`config.mk`:
```
export PLATFORM = sky130hd
export DESIGN_NAME = axon_pe_acc
export DESIGN_NICKNAME = d
export VERILOG_FILES = /design/src/rtl/axon_pe_acc.sv
export SDC_FILE = /design/constraint.sdc
export NUM_CORES = 1
export LEC_CHECK = 0
export CAP_MARGIN = 20
export CORE_MARGIN = 2
export CORE_UTILIZATION = 30
export DETAILED_ROUTE_END_ITERATION = 8
export REMOVE_ABC_BUFFERS = 1
export SKIP_LAST_GASP = 1
export SYNTH_ARGS = -nofsm -noshare
export SYNTH_HDL_FRONTEND = slang
export SYNTH_SLANG_ARGS = --single-unit
```
`constraint.sdc`:
```
create_clock -name clk -period 8.2 [get_ports clk]
set_input_delay 1.64 -clock clk [delete_from_list [all_inputs] [get_ports clk]]
set_output_delay 1.64 -clock clk [all_outputs]
set_load 0.05 [all_outputs]
```
`src/rtl/axon_pe_acc.sv`:
```
// axon_pe_acc: output-stationary systolic processing element for the AXON array.
// Registers and forwards ifmap/weight operands to neighbouring PEs. Accumulates
// k_len signed fixed-point products into a wide accumulator. Requantises the
// sum with an arithmetic shift plus saturation, then ejects it into the
// vertical output chain.
module axon_pe_acc #(
    parameter int DATA_WIDTH = 16,
    parameter int ACC_WIDTH  = 40,   // must be >= 2*DATA_WIDTH
    parameter int FRAC_BITS  = 8,
    parameter int CNT_WIDTH  = 8
) (
    input  logic                  clk,
    input  logic                  rst_n,
    input  logic [DATA_WIDTH-1:0] ifmap_in_nbr,
    input  logic [DATA_WIDTH-1:0] ifmap_in_sram,
    input  logic                  ifmap_in_sel,
    input  logic                  ifmap_valid_in,
    input  logic [DATA_WIDTH-1:0] weight_in,
    input  logic                  weight_valid_in,
    input  logic                  start,
    input  logic [CNT_WIDTH-1:0]  k_len,
    input  logic [DATA_WIDTH-1:0] output_in,
    input  logic                  output_valid_in,
    input  logic                  output_eject_ctrl,
    output logic [DATA_WIDTH-1:0] ifmap_out,
    output logic                  ifmap_valid_out,
    output logic [DATA_WIDTH-1:0] weight_out,
    output logic                  weight_valid_out,
    output logic [DATA_WIDTH-1:0] output_out,
    output logic                  output_valid_out,
    output logic                  busy,
    output logic                  done,
    output logic                  sat_flag
);

    typedef enum logic [1:0] {
        IDLE  = 2'd0,
        ACCUM = 2'd1,
        DONE  = 2'd2
    } state_t;

    // Saturation bounds, sign-extended to the accumulator width.
    localparam logic signed [ACC_WIDTH-1:0] RES_MAX =
        {{(ACC_WIDTH-DATA_WIDTH+1){1'b0}}, {(DATA_WIDTH-1){1'b1}}};
    localparam logic signed [ACC_WIDTH-1:0] RES_MIN =
        {{(ACC_WIDTH-DATA_WIDTH+1){1'b1}}, {(DATA_WIDTH-1){1'b0}}};

    // Operand forwarding registers (also the MAC operands).
    logic [DATA_WIDTH-1:0]         ifmap_reg;
    logic                          ifmap_valid_reg;
    logic [DATA_WIDTH-1:0]         weight_reg;
    logic                          weight_valid_reg;

    // Job state.
    state_t                        state_reg, state_next;
    logic signed [ACC_WIDTH-1:0]   acc_reg, acc_next;
    logic [CNT_WIDTH-1:0]          cnt_reg, cnt_next;
    logic [CNT_WIDTH-1:0]          k_len_reg, k_len_next;

    // Output chain registers.
    logic [DATA_WIDTH-1:0]         out_reg;
    logic                          out_valid_reg;
    logic                          sat_reg;

    // Datapath.
    logic                          fire;
    logic                          eject;
    logic                          launch;
    logic signed [2*DATA_WIDTH-1:0] prod;
    logic [ACC_WIDTH-1:0]          prod_ext;
    logic signed [ACC_WIDTH-1:0]   acc_sum;
    logic signed [ACC_WIDTH-1:0]   acc_sh;
    logic [DATA_WIDTH-1:0]         res;
    logic                          res_sat;

    // Register the selected ifmap and the weight every cycle, whatever the job state.
    always_ff @(posedge clk or negedge rst_n) begin
        if (!rst_n) begin
            ifmap_reg        <= '0;
            ifmap_valid_reg  <= 1'b0;
            weight_reg       <= '0;
            weight_valid_reg <= 1'b0;
        end else begin
            ifmap_reg        <= ifmap_in_sel ? ifmap_in_sram : ifmap_in_nbr;
            ifmap_valid_reg  <= ifmap_valid_in;
            weight_reg       <= weight_in;
            weight_valid_reg <= weight_valid_in;
        end
    end

    assign ifmap_out        = ifmap_reg;
    assign ifmap_valid_out  = ifmap_valid_reg;
    assign weight_out       = weight_reg;
    assign weight_valid_out = weight_valid_reg;

    // A MAC happens only while accumulating and when both registered operands are valid.
    assign fire = (state_reg == ACCUM) && ifmap_valid_reg && weight_valid_reg;

    // Full-precision signed product of the registered operands.
    assign prod = $signed(ifmap_reg) * $signed(weight_reg);

    // Sign-extend the product to the accumulator width bit by bit, so that
    // ACC_WIDTH == 2*DATA_WIDTH needs no zero-width replication.
    genvar gi;
    generate
        for (gi = 0; gi < ACC_WIDTH; gi++) begin : g_prod_ext
            if (gi < 2*DATA_WIDTH) begin : g_lo
                assign prod_ext[gi] = prod[gi];
            end else begin : g_hi
                assign prod_ext[gi] = prod[2*DATA_WIDTH-1];
            end
        end
    endgenerate

    // The accumulator wraps modulo 2^ACC_WIDTH; it does not saturate.
    assign acc_sum = acc_reg + $signed(prod_ext);

    // Drop the fractional bits, keeping the sign.
    assign acc_sh = acc_reg >>> FRAC_BITS;

    // Clamp the shifted accumulator into the output range and flag clipping.
    always_comb begin
        res     = acc_sh[DATA_WIDTH-1:0];
        res_sat = 1'b0;
        if (acc_sh > RES_MAX) begin
            res     = RES_MAX[DATA_WIDTH-1:0];
            res_sat = 1'b1;
        end else if (acc_sh < RES_MIN) begin
            res     = RES_MIN[DATA_WIDTH-1:0];
            res_sat = 1'b1;
        end
    end

    // Job FSM: next state, accumulator, MAC counter and the eject decision.
    always_comb begin
        state_next = state_reg;
        acc_next   = acc_reg;
        cnt_next   = cnt_reg;
        k_len_next = k_len_reg;
        eject      = 1'b0;
        launch     = 1'b0;

        case (state_reg)
            IDLE: begin
                launch = start;
            end
            ACCUM: begin
                // start is deliberately ignored while a job is in flight.
                if (fire) begin
                    acc_next = acc_sum;
                    cnt_next = cnt_reg + CNT_WIDTH'(1);
                    if (cnt_reg == k_len_reg - CNT_WIDTH'(1)) begin
                        state_next = DONE;
                    end
                end
            end
            DONE: begin
                // The result is held until ejected; ejecting with start
                // launches the next job in the same cycle.
                if (output_eject_ctrl) begin
                    eject      = 1'b1;
                    launch     = start;
                    state_next = IDLE;
                end
            end
            default: begin
                state_next = IDLE;
            end
        endcase

        // Launching a job clears the accumulator and latches its length.
        // A zero-length job goes straight to DONE with a zero result.
        if (launch) begin
            acc_next   = '0;
            cnt_next   = '0;
            k_len_next = k_len;
            state_next = (k_len == '0) ? DONE : ACCUM;
        end
    end

    // Job state registers; reset discards any partial accumulation.
    always_ff @(posedge clk or negedge rst_n) begin
        if (!rst_n) begin
            state_reg <= IDLE;
            acc_reg   <= '0;
            cnt_reg   <= '0;
            k_len_reg <= '0;
        end else begin
            state_reg <= state_next;
            acc_reg   <= acc_next;
            cnt_reg   <= cnt_next;
            k_len_reg <= k_len_next;
        end
    end

    // Output chain: insert our result when ejecting, otherwise pass upstream data through.
    always_ff @(posedge clk or negedge rst_n) begin
        if (!rst_n) begin
            out_reg       <= '0;
            out_valid_reg <= 1'b0;
            sat_reg       <= 1'b0;
        end else if (eject) begin
            out_reg       <= res;
            out_valid_reg <= 1'b1;
            sat_reg       <= res_sat;
        end else begin
            out_reg       <= output_in;
            out_valid_reg <= output_valid_in;
        end
    end

    assign output_out       = out_reg;
    assign output_valid_out = out_valid_reg;
    assign sat_flag         = sat_reg;
    assign busy             = (state_reg != IDLE);
    assign done             = (state_reg == DONE);

endmodule

```
==> impl_metrics.xml <==
<?xml version="1.0" encoding="UTF-8"?>
<metrics>
  <group name="outcome">
    <metric name="status" unit="">finished, final reports clean</metric>
  </group>
  <group name="finish">
    <metric name="largest_reg_flops" unit="">40</metric>
    <metric name="n_fill_cell" unit="">5573</metric>
    <metric name="antenna_diode_count" unit="">0</metric>
    <metric name="layout-drive-gt1-share" unit="">0.0344</metric>
    <metric name="register_area" unit="um^2">2750</metric>
    <metric name="num-nets-final" unit="">2355</metric>
    <metric name="area.growth.synth_to_final" unit="%">14.2</metric>
    <metric name="multi_input_comb_area" unit="um^2">12100</metric>
  </group>
  <group name="die">
    <metric name="floorplan.initialDensity" unit="">0.303</metric>
    <metric name="placement_rows" unit="">86</metric>
    <metric name="boundaryPins" unit="">134</metric>
    <metric name="dieArea" unit="um^2">57300</metric>
    <metric name="die_w" unit="um">239</metric>
    <metric name="die_y" unit="um">239</metric>
    <metric name="floorplan.core_area" unit="um^2">55000</metric>
  </group>
  <group name="clocking">
    <metric name="post-cts-setup-buffers" unit="">0</metric>
    <metric name="tritoncts_buffers" unit="">9</metric>
    <metric name="path_clk_slew" unit="ns">0.08</metric>
    <metric name="postCtsResizedCells" unit="">0</metric>
    <metric name="root_buffer" unit="">sky130_fd_sc_hd__clkbuf_16</metric>
    <metric name="clock_path_buffers" unit="">2</metric>
    <metric name="cts.sinks" unit="">110</metric>
    <metric name="ctsHtreeMaxLevel" unit="">3</metric>
    <metric name="clk_latency" unit="ns">0.39</metric>
    <metric name="cts_hold_repair.buffers" unit="">0</metric>
    <metric name="cts_tree" unit="">done</metric>
  </group>
  <group name="global_route">
    <metric name="antenna_found_initial" unit="">0</metric>
    <metric name="grt_max_degree" unit="">65</metric>
    <metric name="grt.total_usage" unit="">0.165</metric>
    <metric name="gr_overflow_total" unit="">0</metric>
    <metric name="grt_first_pass_wirelength" unit="um">73400</metric>
    <metric name="grt_pass1_vias" unit="">12976</metric>
  </group>
  <group name="critical_path">
    <metric name="required" unit="ns">8.47</metric>
    <metric name="worst-endpoint-arrival" unit="ns">7.52</metric>
    <metric name="cp_cell_sequence" unit="">nand2_1 -&gt; inv_1 -&gt; fa_1 -&gt; fa_1 -&gt; inv_1 -&gt; fa_1 -&gt; inv_1 -&gt; fa_1 -&gt; fa_1 -&gt; inv_1 -&gt; fa_1 -&gt; inv_1 -&gt; ha_1 -&gt; a21oi_1 -&gt; o211ai_1 -&gt; a41o_1 -&gt; a221o_1 -&gt; nor2_1 -&gt; o211ai_1 -&gt; or2_2 -&gt; a311o_1</metric>
    <metric name="slack_of_the_worst_reg_to_reg_path" unit="ns">0.95</metric>
    <metric name="critical_path.endpoint_type" unit="">register</metric>
    <metric name="timing.critical_path.fanout_max" unit="">17</metric>
    <metric name="worst_setup_path_start_kind" unit="">register</metric>
    <metric name="critical-path-top-cell-by-count" unit="">sky130_fd_sc_hd__fa_1</metric>
    <metric name="critical_path.reg2reg.endpoint" unit="">acc_reg[37]$_DFFE_PN0P_</metric>
    <metric name="worst_r2r_path_depth" unit="">21</metric>
    <metric name="worst_path_largest_cell_delay" unit="ns">0.94</metric>
    <metric name="worst-setup-path-type" unit="">reg -&gt; reg</metric>
    <metric name="timing.critical_path.slowest_stage_cell" unit="">sky130_fd_sc_hd__dfrtp_1</metric>
    <metric name="rr_startpoint" unit="">ifmap_out[15]$_DFF_PN0_</metric>
  </group>
  <group name="min_path">
    <metric name="holdPathEnd" unit="">acc_reg[0]$_DFFE_PN0P_</metric>
    <metric name="min_path_cells" unit="">1</metric>
    <metric name="min-delay-start" unit="">acc_reg[0]$_DFFE_PN0P_</metric>
    <metric name="min-delay-path-class" unit="">reg -&gt; reg</metric>
  </group>
  <group name="yosys">
    <metric name="cell_taking_the_most_area_after_synthesis" unit="">sky130_fd_sc_hd__fa_1</metric>
    <metric name="netlist_area" unit="um^2">16600</metric>
    <metric name="synthArstFlopShare" unit="">1.00</metric>
    <metric name="syn-instance-count" unit="">1730</metric>
    <metric name="dominantRegCellSynth" unit="">sky130_fd_sc_hd__dfrtp_1</metric>
    <metric name="synthDominantCellAreaShare" unit="">0.397</metric>
    <metric name="post_synth.cell_area_avg" unit="um^2">9.62</metric>
    <metric name="synth.top_cells.by_count" unit="">416 x sky130_fd_sc_hd__inv_1, 330 x sky130_fd_sc_hd__fa_1, 204 x sky130_fd_sc_hd__nand2_1</metric>
    <metric name="synth_most_common_cell" unit="">sky130_fd_sc_hd__inv_1</metric>
    <metric name="synthesis.yosys.warnings" unit="">0</metric>
    <metric name="synth_seq_area_share" unit="">0.165</metric>
    <metric name="yosys_register_bits" unit="">110</metric>
    <metric name="cell_types_occupying_the_most_area_after_synthesis" unit="">sky130_fd_sc_hd__fa_1 40%, sky130_fd_sc_hd__dfrtp_1 17%, sky130_fd_sc_hd__inv_1 9.4%, sky130_fd_sc_hd__ha_1 8.8%, sky130_fd_sc_hd__nand2_1 4.6%</metric>
    <metric name="edff_count_synth" unit="">0</metric>
    <metric name="synth_cell_types" unit="">63</metric>
  </group>
  <group name="placement">
    <metric name="routabilityCongestion" unit="">0.888</metric>
    <metric name="dp.final_hpwl" unit="um">35700</metric>
    <metric name="io_buffer_count" unit="">133</metric>
    <metric name="dp_slack" unit="ns">0.941</metric>
  </group>
  <group name="sta">
    <metric name="drv_slew" unit="">0</metric>
    <metric name="grt_setup_unrepaired" unit="">false</metric>
    <metric name="timing.setup.tns" unit="ns">0</metric>
    <metric name="tightest_slew" unit="ns">0.977</metric>
    <metric name="final.setup.worst_slack" unit="ns">0.948</metric>
    <metric name="max_slew_margin" unit="">0.349</metric>
    <metric name="final_period_minus_worst_setup_slack" unit="ns">7.25</metric>
    <metric name="finalHoldViolCount" unit="">0</metric>
    <metric name="final_cycle_share" unit="">0.884</metric>
    <metric name="max_freq" unit="MHz">138</metric>
    <metric name="number_of_endpoints_failing_setup_at_the_final_stage" unit="">0</metric>
    <metric name="skew" unit="ns">0.0120</metric>
  </group>
  <group name="route">
    <metric name="drt_drc_violations_left" unit="">0</metric>
    <metric name="dr.first_iter.drc_count" unit="">664</metric>
    <metric name="routed_wirelength" unit="um">43600</metric>
    <metric name="drt_via_density" unit="">4.61</metric>
    <metric name="vias" unit="">11882</metric>
    <metric name="postRouteAntennaNets" unit="">0</metric>
    <metric name="routed_len_inst" unit="um">16.9</metric>
    <metric name="firstDrtPassIters" unit="">5</metric>
  </group>
  <group name="job">
    <metric name="drv_cap" unit="">0</metric>
  </group>
</metrics>
worst max-delay path by stage:
stage                                       start                 endpoint  slack (ns)  depth (start not counted)
final                     ifmap_out[15]$_DFF_PN0_  acc_reg[37]$_DFFE_PN0P_        0.95                         21
after global routing      ifmap_out[15]$_DFF_PN0_  acc_reg[39]$_DFFE_PN0P_        0.45                         22
after CTS                 ifmap_out[15]$_DFF_PN0_  acc_reg[37]$_DFFE_PN0P_        0.90                         21
after detailed placement  ifmap_out[15]$_DFF_PN0_  acc_reg[37]$_DFFE_PN0P_        0.94                         21
after global placement    ifmap_out[15]$_DFF_PN0_  acc_reg[37]$_DFFE_PN0P_        1.01                         21
after floorplan           ifmap_out[15]$_DFF_PN0_  acc_reg[37]$_DFFE_PN0P_        1.59                         21
cell families after synthesis:
kind of cell | share of synthesized area
simple gates | 0.126
buf+inv | 0.109
xor+xnor | 0.0279
flops | 0.165
fa+ha+maj | 0.485
mux | 0.0155
compound gates | 0.0712
stage by stage:
stage / hold slack, ns / util / std cells / cell area (um^2)
after floorplan: 0.455 / - / 1675 / 16400
after global placement: 0.498 / 0.340 / 2565 / 18700
after detailed placement: 0.488 / 0.340 / 2565 / 18700
after CTS: 0.517 / 0.345 / 2580 / 19000
after global routing: 0.544 / 0.345 / 2580 / 19000
final: 0.508 / 0.345 / 2580 / 19000
layout by cell type (no fill, tap or decap), types with 27 or more instances in the layout:
cell type,n
sky130_fd_sc_hd__nand2_1,204
sky130_fd_sc_hd__clkdlybuf4s50_1,132
sky130_fd_sc_hd__a21oi_1,38
sky130_fd_sc_hd__o21ai_0,69
sky130_fd_sc_hd__inv_1,416
sky130_fd_sc_hd__ha_1,117
sky130_fd_sc_hd__dfrtp_1,110
sky130_fd_sc_hd__and2_1,113
sky130_fd_sc_hd__xor2_1,27
sky130_fd_sc_hd__nor2_1,57
sky130_fd_sc_hd__fa_1,330
per-layer routing:
layer,vias to the layer above,global-route usage,part of all wire
met5,-,0,0
met4,0,0.0333,0.014
met3,37,0.0275,0.049
met2,269,0.266,0.47
met1,6172,0.233,0.47
li1,5404,-,-
layout make-up:
cell class                      count  share of cell area
Sequential cell                   110               0.145
Clock buffer                        9              0.0119
Timing Repair Buffer              142              0.0735
Clock inverter                      6             0.00231
Tap cell                          748              0.0493
Inverter                          416              0.0822
Multi-Input combinational cell   1149               0.636
worst max-delay path, delay by kind of cell, from the launching register on:
family / cells / cell delay, ns
adder cells (fa/ha/maj): 7 / 3.51
AO/OA/AOI/OAI: 6 / 1.47
flip-flops: 1 / 0.94
AND/OR/NAND/NOR: 3 / 0.69
buffers and inverters: 5 / 0.50
Power is left out: the tool's default activity adds up to more than one toggle a clock period on the data nets, which glitch-free logic cannot reach.
